## src/rtl/neuron_pkg.sv

```systemverilog
// -----------------------------------------------------------------------------
// neuron_pkg
// Shared definitions for the neuron datapath stages: controller state
// encoding, accumulator width computation and the constants used by the
// ReLU / saturation output stage.
// -----------------------------------------------------------------------------
package neuron_pkg;

  // Controller states of one neuron evaluation.
  typedef enum logic [2:0] {
    ST_IDLE,
    ST_ACCUM,
    ST_DRAIN,
    ST_BIAS,
    ST_OUT
  } state_e;

  // Default configuration of a neuron stage.
  localparam int DEF_WEIGHT_N   = 5;
  localparam int DEF_DATA_WIDTH = 16;
  localparam int DEF_FRAC_BITS  = 8;

  // ReLU floor: any negative scaled sum is replaced by this value.
  localparam longint RELU_FLOOR = 0;

  // Accumulator width: full-precision product, one growth bit per doubling
  // of the operand count, plus one bit of headroom for the bias term.
  function automatic int acc_width(input int data_width, input int weight_n);
    return 2 * data_width + $clog2(weight_n) + 1;
  endfunction

  // Largest positive value representable in a signed word of width dw.
  function automatic longint sat_max(input int dw);
    return (longint'(1) <<< (dw - 1)) - 1;
  endfunction

endpackage

```

## src/rtl/neuron_fxp_mul.sv

```systemverilog
// -----------------------------------------------------------------------------
// neuron_fxp_mul
// Registered full-precision signed multiplier with a product-valid flag.
//   clk      : clock, rising edge
//   rst_n    : asynchronous active-low reset
//   clear_i  : synchronous clear of product and valid (new evaluation)
//   en_i     : operand pair accepted this edge
//   a_i, b_i : signed operands
//   prod_o   : registered product, 2*DATA_WIDTH signed
//   valid_o  : high for exactly the cycle after each accepted pair
// -----------------------------------------------------------------------------
module neuron_fxp_mul #(
  parameter int DATA_WIDTH = 16
) (
  input  logic                           clk,
  input  logic                           rst_n,
  input  logic                           clear_i,
  input  logic                           en_i,
  input  logic signed [DATA_WIDTH-1:0]   a_i,
  input  logic signed [DATA_WIDTH-1:0]   b_i,
  output logic signed [2*DATA_WIDTH-1:0] prod_o,
  output logic                           valid_o
);

  logic signed [2*DATA_WIDTH-1:0] prod_q, prod_d;
  logic                           valid_q;

  // Both operands are sign-extended to the product width before multiplying.
  assign prod_d = (2*DATA_WIDTH)'(a_i) * (2*DATA_WIDTH)'(b_i);

  // NOTE: every flop gets an explicit reset value so the reset state is
  // defined without a clock; there is no memory array here to exempt.
  always_ff @(posedge clk or negedge rst_n) begin
    if (!rst_n) begin
      prod_q  <= '0;
      valid_q <= 1'b0;
    end else if (clear_i) begin
      prod_q  <= '0;
      valid_q <= 1'b0;
    end else begin
      // A frozen cycle drops valid, so a held product is never added twice.
      valid_q <= en_i;
      if (en_i) prod_q <= prod_d;
    end
  end

  assign prod_o  = prod_q;
  assign valid_o = valid_q;

endmodule

```

## src/rtl/neuron_mac.sv

```systemverilog
// -----------------------------------------------------------------------------
// neuron_mac
// One neuron: accumulates WEIGHT_N signed fixed-point products, adds a bias,
// applies ReLU and saturates the result back to DATA_WIDTH.
//   clk       : clock, rising edge
//   rst_n     : asynchronous active-low reset
//   start     : one-cycle pulse, begins (or restarts) an evaluation
//   freeze    : upstream stall; an operand pair is accepted only while low
//   data_in   : signed activation
//   weight_in : signed weight paired with data_in
//   bias      : signed bias, sampled in the BIAS state
//   result    : ReLU'd, saturated output, held until the next completion
//   done_out  : one-cycle pulse when result has been updated
//   busy      : high in every state except IDLE
// -----------------------------------------------------------------------------
module neuron_mac
  import neuron_pkg::*;
#(
  parameter int WEIGHT_N   = DEF_WEIGHT_N,
  parameter int DATA_WIDTH = DEF_DATA_WIDTH,
  parameter int FRAC_BITS  = DEF_FRAC_BITS
) (
  input  logic                         clk,
  input  logic                         rst_n,
  input  logic                         start,
  input  logic                         freeze,
  input  logic signed [DATA_WIDTH-1:0] data_in,
  input  logic signed [DATA_WIDTH-1:0] weight_in,
  input  logic signed [DATA_WIDTH-1:0] bias,
  output logic signed [DATA_WIDTH-1:0] result,
  output logic                         done_out,
  output logic                         busy
);

  localparam int ACC_W = acc_width(DATA_WIDTH, WEIGHT_N);
  localparam int CNT_W = $clog2(WEIGHT_N + 1);

  localparam logic signed [ACC_W-1:0] SAT_HI = ACC_W'(sat_max(DATA_WIDTH));
  localparam logic signed [ACC_W-1:0] SAT_LO = ACC_W'(RELU_FLOOR);

  state_e                         state_q, state_d;
  logic signed [ACC_W-1:0]        acc_q, acc_d;
  logic        [CNT_W-1:0]        cnt_q, cnt_d;
  logic signed [DATA_WIDTH-1:0]   result_q, result_d;
  logic                           done_q, done_d;

  logic                           accept;
  logic                           clear;
  logic                           last_pair;
  logic signed [2*DATA_WIDTH-1:0] prod;
  logic                           prod_vld;
  logic signed [ACC_W-1:0]        scaled;

  // ---------------------------------------------------------------------------
  // Multiplier
  // ---------------------------------------------------------------------------
  neuron_fxp_mul #(
    .DATA_WIDTH (DATA_WIDTH)
  ) u_mul (
    .clk     (clk),
    .rst_n   (rst_n),
    .clear_i (clear),
    .en_i    (accept),
    .a_i     (data_in),
    .b_i     (weight_in),
    .prod_o  (prod),
    .valid_o (prod_vld)
  );

  // ---------------------------------------------------------------------------
  // Output / control decode (combinational, from current state)
  // ---------------------------------------------------------------------------
  // start takes priority over everything, so a pair offered in the same cycle
  // as start is never accepted.
  assign clear     = start;
  assign accept    = (state_q == ST_ACCUM) && !freeze && !start;
  assign last_pair = accept && (cnt_q == CNT_W'(WEIGHT_N - 1));
  assign busy      = (state_q != ST_IDLE);

  // ---------------------------------------------------------------------------
  // Next-state logic
  // ---------------------------------------------------------------------------
  // NOTE: next-state variables take their hold value first, so no path through
  // the case leaves them unassigned and no latch can be inferred.
  always_comb begin
    state_d = state_q;
    if (start) begin
      state_d = ST_ACCUM;
    end else begin
      unique case (state_q)
        ST_IDLE:  state_d = ST_IDLE;
        ST_ACCUM: if (last_pair) state_d = ST_DRAIN;
        ST_DRAIN: state_d = ST_BIAS;
        ST_BIAS:  state_d = ST_OUT;
        ST_OUT:   state_d = ST_IDLE;
        default:  state_d = ST_IDLE;
      endcase
    end
  end

  // ---------------------------------------------------------------------------
  // Datapath next values
  // ---------------------------------------------------------------------------
  // Arithmetic shift truncates toward minus infinity.
  assign scaled = acc_q >>> FRAC_BITS;

  always_comb begin
    acc_d    = acc_q;
    cnt_d    = cnt_q;
    result_d = result_q;
    done_d   = 1'b0;

    // The product registered on the previous accept is folded in one edge
    // later; DRAIN exists to catch the final one.
    if (prod_vld) acc_d = acc_d + ACC_W'(prod);
    if (state_q == ST_BIAS) acc_d = acc_d + (ACC_W'(bias) <<< FRAC_BITS);
    if (accept) cnt_d = cnt_q + CNT_W'(1);

    if (state_q == ST_OUT && !start) begin
      done_d = 1'b1;
      if (scaled < SAT_LO)      result_d = DATA_WIDTH'(SAT_LO);
      else if (scaled > SAT_HI) result_d = DATA_WIDTH'(SAT_HI);
      else                      result_d = DATA_WIDTH'(scaled);
    end

    // A restart discards any partial sum.
    if (start) begin
      acc_d = '0;
      cnt_d = '0;
    end
  end

  // ---------------------------------------------------------------------------
  // State and datapath registers
  // ---------------------------------------------------------------------------
  // NOTE: sequential state uses non-blocking assignments so every register
  // samples the pre-edge values regardless of statement order.
  always_ff @(posedge clk or negedge rst_n) begin
    if (!rst_n) begin
      state_q  <= ST_IDLE;
      acc_q    <= '0;
      cnt_q    <= '0;
      result_q <= '0;
      done_q   <= 1'b0;
    end else begin
      state_q  <= state_d;
      acc_q    <= acc_d;
      cnt_q    <= cnt_d;
      result_q <= result_d;
      done_q   <= done_d;
    end
  end

  assign result   = result_q;
  assign done_out = done_q;

endmodule
```

## config.mk

```make
export PLATFORM = sky130hd
export DESIGN_NAME = neuron_mac
export DESIGN_NICKNAME = d
export VERILOG_FILES = /design/src/rtl/neuron_pkg.sv /design/src/rtl/neuron_fxp_mul.sv /design/src/rtl/neuron_mac.sv
export SDC_FILE = /design/constraint.sdc
export NUM_CORES = 1
export LEC_CHECK = 0
export CELL_PAD_IN_SITES_DETAIL_PLACEMENT = 0
export CELL_PAD_IN_SITES_GLOBAL_PLACEMENT = 2
export CORE_MARGIN = 2
export CORE_UTILIZATION = 43
export DETAILED_ROUTE_END_ITERATION = 8
export GPL_TIMING_DRIVEN = 0
export PLACE_DENSITY_LB_ADDON = 0.1
export SLEW_MARGIN = 10
export SYNTH_ARGS = -nofsm -noshare
export SYNTH_HDL_FRONTEND = slang
export SYNTH_SLANG_ARGS = --single-unit
```

## constraint.sdc

```tcl
create_clock -name clk -period 11.3 [get_ports clk]
set_input_delay 2.26 -clock clk [delete_from_list [all_inputs] [get_ports clk]]
set_output_delay 2.26 -clock clk [all_outputs]
set_load 0.02 [all_outputs]
```

==> metrics.cfg, run 1 <==
[worst_hold_path]
hold_path_class = flop to flop
hold_end = result[5]
whs_path_depth = 2
hp-start = result[5]

[floorplan]
num_rows = 72
io_pins = 70
initial_utilization_pct = 43.6
dieHeight_um = 202
die_area_mm2 = 0.0409
die_x_um = 202
core_mm2 = 0.0387

[cts]
cts_max_level = 3
post_cts_buffers = 0
numCtsBuffers = 9
cts_resized = 0
clockRootBuffer = clkbuf_16
cts_hold_buf = 0
path_clk_slew_ps = 70
cts_tree = yes
clock_path_buffers = 2
cts_sinks = 92
clk_latency_ps = 360

[setup_path]
path_cells = clkdlybuf4s50_1, clkbuf_1, nand2_1, inv_1, fa_1, fa_1, fa_1, fa_1, fa_1, inv_1, fa_1, inv_1, ha_1, a21oi_1, o21ai_0, nand2_1, nand2_1, and3_1, a22oi_1, a31oi_1, a2111oi_0, a41o_1, o21ai_0
critPathRequiredTime_ps = 11530
cpPeakStageDelay_ps = 890
critPathCaptureType = flop
cp_slowest_cell = fa_1
worstSetupPathType = input pin to flop
r2r_slack_ps = 5150
crit_path_frequent_cell = fa_1
crit_arrival_ps = 9640
crit_path_max_fanout = 10
ff2ff_path_depth = 22
r2r-end = acc_q[35]
r2r-start = acc_q[0]
start_kind = input pin

[drt]
drtPass1Iterations = 5
drc_errors = 0
ant_nets = 0
drt_iter0_drc = 753
drt_wl_total_um = 45900
via_count = 13323
vias_per_cell = 5.28
wl_per_cell_um = 18.2

[run_status]
outcome = finished clean

[logic_synthesis]
ys_ff_latch = 92
synth_common_cells = inv_1, fa_1, nand2_1, ha_1, and2_1
synth_top_area_share_pct = 31.3
yosysMostFrequentCell = inv_1
synthTopCellsByArea = fa_1, dfrtp_1, ha_1, inv_1, nand2_1
async_flop_share_pct = 100
syn_area_mm2 = 0.0169
ys_seq_area_share_pct = 13.6
synth_warnings = 0
synth_ff_type = dfrtp_1
syn_nets = 2380
synthCells = 1918
yosys.area.top_type = fa_1
synth-edff-count = 0
avgSynthCellArea_um2 = 8.80
synth_cell_types = 65

[sta]
fin_skew_ps = 11.3
tightest_slew_ps = 871
relSlewSlack_pct = 41.9
finalHoldViolations = 0
setup_viol = 0
worst_slack_ps = 1900
max_freq_mhz = 106
fin_crit_ps = 9400
timing.final.max_slew_violations = 0
rsz0062_at_grt = false
fin_crit_sh_pct = 83.2
fin_setup_tns_ps = 0

[layout]
final_util_pct = 47.8
syn_to_final_growth_pct = 9.77
final.fill_count = 3917
nNetsFinal = 2461
drive_above_1_share_pct = 2.64

[power_and_ir_drop]
irDropWorstVdd_mv = 0.563
pwr_density_cell_mw_per_mm2 = 337
p_leak_nw = 9.26

[global_route]
antenna_found_initial = 2
grt_usage_pct = 23.3
grt_pass1_vias = 13715
grt_max_degree = 57
grt_overflow_total = 0
grt_pass1_wl_um = 74500

[placement]
port_buffers = 69
hpwl_um = 39400
preCtsSetupSlack_ps = 1540
gp_congestion = 0.879

[job]
drv_cap = 0

==> worst max-delay path, delay by kind of cell <==
kind                       cells  cell delay, ps
adders and majority gates      7            3780
AOI/OAI and AO/OA              7            1640
buffers and inverters          5            1380
and+or+nand+nor                4             580
==> power breakdown <==
| group | switching [W] | internal (W) | total (W) |
|---|---|---|---|
| Clock | 0.000146 | 0.000153 | 0.000300 |
| Sequential | 0.0000372 | 0.000392 | 0.000430 |
| Combinational | 0.00307 | 0.00244 | 0.00551 |
| Total | 0.00326 | 0.00298 | 0.00624 |
==> area by class of cell <==
| cell class | count | area, um^2 | share of cell area, % |
|---|---|---|---|
| Clock inverter | 7 | 58.8 | 0.317 |
| Buffer | 66 | 248 | 1.34 |
| Timing Repair Buffer | 70 | 716 | 3.86 |
| Sequential cell | 92 | 2300 | 12.4 |
| Clock buffer | 9 | 225 | 1.22 |
| Tap cell | 518 | 648 | 3.50 |
| Antenna cell | 1 | 2.50 | 0.0135 |
| Inverter | 317 | 1190 | 6.42 |
| Multi-Input combinational cell | 1443 | 13100 | 70.9 |
==> flip-flops by register name, summed over array words and instances (netlist names) <==
| signal | cells |
|---|---|
| cnt_q | 3 |
| result | 16 |
| state_q | 3 |
| u_mul.prod_o | 32 |
| u_mul.valid_o | 1 |
| acc_q | 36 |
| done_out | 1 |
==> worst max path at each step <==
stage                       startpoint                to
after floorplan            data_in[15]  u_mul.prod_o[31]
after CTS                 weight_in[2]  u_mul.prod_o[31]
after global placement    weight_in[2]  u_mul.prod_o[31]
final                     weight_in[2]  u_mul.prod_o[31]
after detailed placement  weight_in[2]  u_mul.prod_o[31]
after global routing       data_in[15]  u_mul.prod_o[31]
==> logic make-up after synthesis <==
family / after synthesis / share of synthesized area [%]
DFF: 92 / 13.6
muxes: 24 / 1.56
buffers and inverters: 383 / 8.51
and+or+nand+nor: 595 / 17.0
AOI/OAI and AO/OA: 332 / 12.9
xor gates and xnor gates: 82 / 4.25
adders and majority gates: 410 / 42.1
==> placed cells by master, fill, tap and decap left out, types with 10 or more instances in the layout <==
cell             netlist  layout
nor2b_1               14      14
nor2_1               100     100
fa_1                 264     264
o21bai_1              12      12
a211oi_1              18      18
xnor2_1               64      64
nand3_1               26      26
nand2b_1              13      13
dfrtp_1               92      92
a21o_1                38      38
clkdlybuf4s50_1        0      68
nand2_1              240     240
xor2_1                18      18
and2_1               129     129
a21oi_1              112     112
mux2_2                18      18
clkbuf_1              64      64
o21ai_0               42      42
o31ai_1               24      24
ha_1                 146     146
and3_1                10      10
inv_1                317     317
nor3_1                18      18
==> per-layer routing <==
metal	GRT usage, %	part of all wire (%)	vias to the layer above
met2	36.3	46	253
met1	34.8	48	6689
met5	0	0	-
li1	-	-	6355
met3	4.01	5.7	26
met4	3.36	0.94	0
==> per-stage QoR <==
| stage | hold WS, ps | power, W | cells | cell area [um^2] |
|---|---|---|---|---|
| global placement | 468 | 0.00598 | 2505 | 18200 |
| detailed placement | 471 | 0.00601 | 2506 | 18200 |
| finish | 485 | 0.00624 | 2523 | 18500 |
| CTS | 488 | 0.00635 | 2522 | 18500 |
| floorplan | 484 | 0.00484 | 1918 | 16900 |
| global route | 505 | 0.00715 | 2522 | 18500 |
(Power assumes the default switching activity.)
==> run 2, diff against run 1 <==
- CORE_UTILIZATION: 43 -> 36
- clock period: 11.3 -> 8.6 ns (I/O delays scaled with it)
==> run 2 against run 1 <==
Against the previous run:
- power rose by 35%
- wire length rose by 6.8%
- global-route usage fell by 2.4 points
- core utilization down 7.5 points
- worst hold slack worse by 1.4 ps
- sequential share of layout area fell by 0.13 points
- via count fell by 2.0%
- first-iteration DRC count decreased by 12%
- worst setup slack got worse by 1700 ps
- flip-flop and latch count unchanged
- clock power grew 44%
==> metrics.cfg, run 2 (synthesized netlist as in run 1, its figures left out) <==
[run_status]
outcome = finished clean

[cts]
cts_sinks = 92  ; unchanged
clockRootBuffer = clkbuf_16
cts_max_level = 3  ; unchanged
numCtsBuffers = 9  ; unchanged
clock_path_buffers = 2  ; unchanged
cts_hold_buf = 0  ; unchanged
path_clk_slew_ps = 80  ; about the same
clk_latency_ps = 370  ; about the same
cts_tree = yes

[floorplan]
num_rows = 79  ; +9.7%
die_area_mm2 = 0.0486  ; +19%
initial_utilization_pct = 36.3  ; -7.2 points
die_x_um = 221  ; +9.1%
core_mm2 = 0.0465  ; +20%
dieHeight_um = 221  ; +9.1%
io_pins = 70  ; unchanged

[sta]
relSlewSlack_pct = 40.7  ; -1.2 points
tightest_slew_ps = 882  ; +11.0 ps
finalHoldViolations = 0  ; unchanged
setup_viol = 0  ; unchanged
fin_crit_ps = 8370
holdWs_ps = 483  ; -1.39 ps
fin_crit_sh_pct = 97.3
rsz0062_at_grt = false
timing.final.max_slew_violations = 0  ; unchanged
fin_skew_ps = 10.5  ; -0.843 ps
max_freq_mhz = 119

[drt]
drt_iter0_drc = 661  ; -12%
ant_nets = 0  ; unchanged
via_count = 13050  ; -2.0%
drc_errors = 0  ; unchanged
vias_per_cell = 4.99  ; -5.4%
drt_wl_total_um = 49000  ; +6.8%
drtPass1Iterations = 5  ; unchanged
wl_per_cell_um = 18.8  ; +3.2%

[global_route]
grt_max_degree = 48  ; -16%
grt_usage_pct = 20.9  ; -2.4 points
grt_pass1_vias = 13808  ; +0.68%
grt_overflow_total = 0  ; unchanged
grt_pass1_wl_um = 78300  ; +5.0%
antenna_found_initial = 0  ; -2

[placement]
hpwl_um = 42300  ; +7.2%
gp_congestion = 0.857  ; -2.5%
port_buffers = 69  ; unchanged
place_inst = 2595  ; +3.6%

[setup_path]
critPathCaptureType = flop
crit_path_max_fanout = 10  ; unchanged
crit_arrival_ps = 8620  ; -1020 ps
critPathRequiredTime_ps = 8860  ; -2670 ps
worstSetupPathType = input pin to flop
r2r_slack_ps = 2460  ; -2690 ps
start_kind = input pin

[layout]
fin_cells = 2613  ; +3.6%
top_register = acc_q
nNetsFinal = 2463  ; +0.081%
syn_to_final_growth_pct = 10.9
largest_register_ffs = 36  ; unchanged
final.fill_count = 4851  ; +24%
drive_above_1_share_pct = 4.04  ; +1.4 points
diodes = 0  ; -1
final_cell_mix = inv_1, fa_1, nand2_1, ha_1, and2_1
final_common_cell = inv_1

[power_and_ir_drop]
irDropWorstVdd_mv = 0.291  ; -48%
p_leak_nw = 9.36  ; +1.1%
pwr_density_cell_mw_per_mm2 = 450  ; +34%

[job]
drv_cap = 0  ; unchanged

[worst_hold_path]
hold_path_class = flop to flop

[run 2: cell count changes in the layout (fill, tap and decap cells not counted), sizes merged]
cell           change
buf                +4
clkbuf             -2
bufinv             +1
clkdlybuf4s50      -1
diode              -1
dlymetal6s2s       +1
inv                -1
[run 2: stage by stage]
stage          utilization, %  total power (W)  cell area (um^2)  setup TNS (ps)  worst slack [ps]
2_1_floorplan               -          0.00636             16900               0               886
3_3_place_gp             39.5          0.00798             18300           -2870              -688
3_5_place_dp             39.5          0.00801             18400           -3350              -777
4_1_cts                  40.2          0.00851             18700               0              8.16
5_1_grt                  40.3          0.00960             18700               0              4.51
6_report                 40.3          0.00843             18700               0               231
[run 2: final cells by class]
class                           instances  area [um^2]  share of cell area, %
Buffer                                 66          278                   1.48
Tap cell                              607          759                   4.05
Multi-Input combinational cell       1443        13200                   70.2
Inverter                              317         1190                   6.35
Clock inverter                          7         91.3                  0.488
Clock buffer                            9          225                   1.20
Sequential cell                        92         2300                   12.3
Timing Repair Buffer                   72          733                   3.91
[run 2: report_power, final]
part / switching, W / internal (W) / leakage, nW
clock: 0.000199 / 0.000233 / 0.151
sequential: 0.0000533 / 0.000516 / 1.25
combinational: 0.00416 / 0.00327 / 7.96
total: 0.00442 / 0.00402 / 9.36
[run 2: critical path, cell delays in order]
cell and delay [ps]:
clkdlybuf4s50_1 710, clkbuf_2 380, nand2_1 140, fa_1 520
fa_1 470, fa_1 540, fa_1 550, inv_1 50
fa_1 490, fa_1 410, ha_1 360, a21o_1 180
a21o_1 170, a21oi_1 190, o21ai_0 160, o21ai_1 210
or4b_4 530, a21oi_2 150, nor4b_4 240, nor3_1 100
a311o_1 310
[run 2: path summary, 6_finish.rpt]
| path | cells after the start | start | end |
|---|---|---|---|
| setup / recovery | 21 | data_in[9] | u_mul.prod_o[30] |
| setup reg to reg | 22 | u_mul.prod_o[0] | acc_q[35] |
| hold reg to reg | 2 | result[13] | result[13] |
| hold / removal | 2 | result[13] | result[13] |
| min in group asynchronous | 1 | rst_n | state_q[2] |
| max in group asynchronous | 2 | rst_n | acc_q[8] |
[run 2: per-layer routing]
| metal | global-route usage (%) | vias up | part of all wire [%] |
|---|---|---|---|
| li1 | - | 6369 | - |
| met1 | 28.2 | 6422 | 47 |
| met2 | 36.9 | 209 | 49 |
| met3 | 1.29 | 50 | 2.3 |
| met4 | 4.89 | 0 | 1.9 |
| met5 | 0 | - | 0 |
[run 2: timing repair]
action,in CTS,in global routing
gates resized for setup,9,38
setup buffers,0,2
pin swaps,0,1
endpoints found under the setup margin,5,5
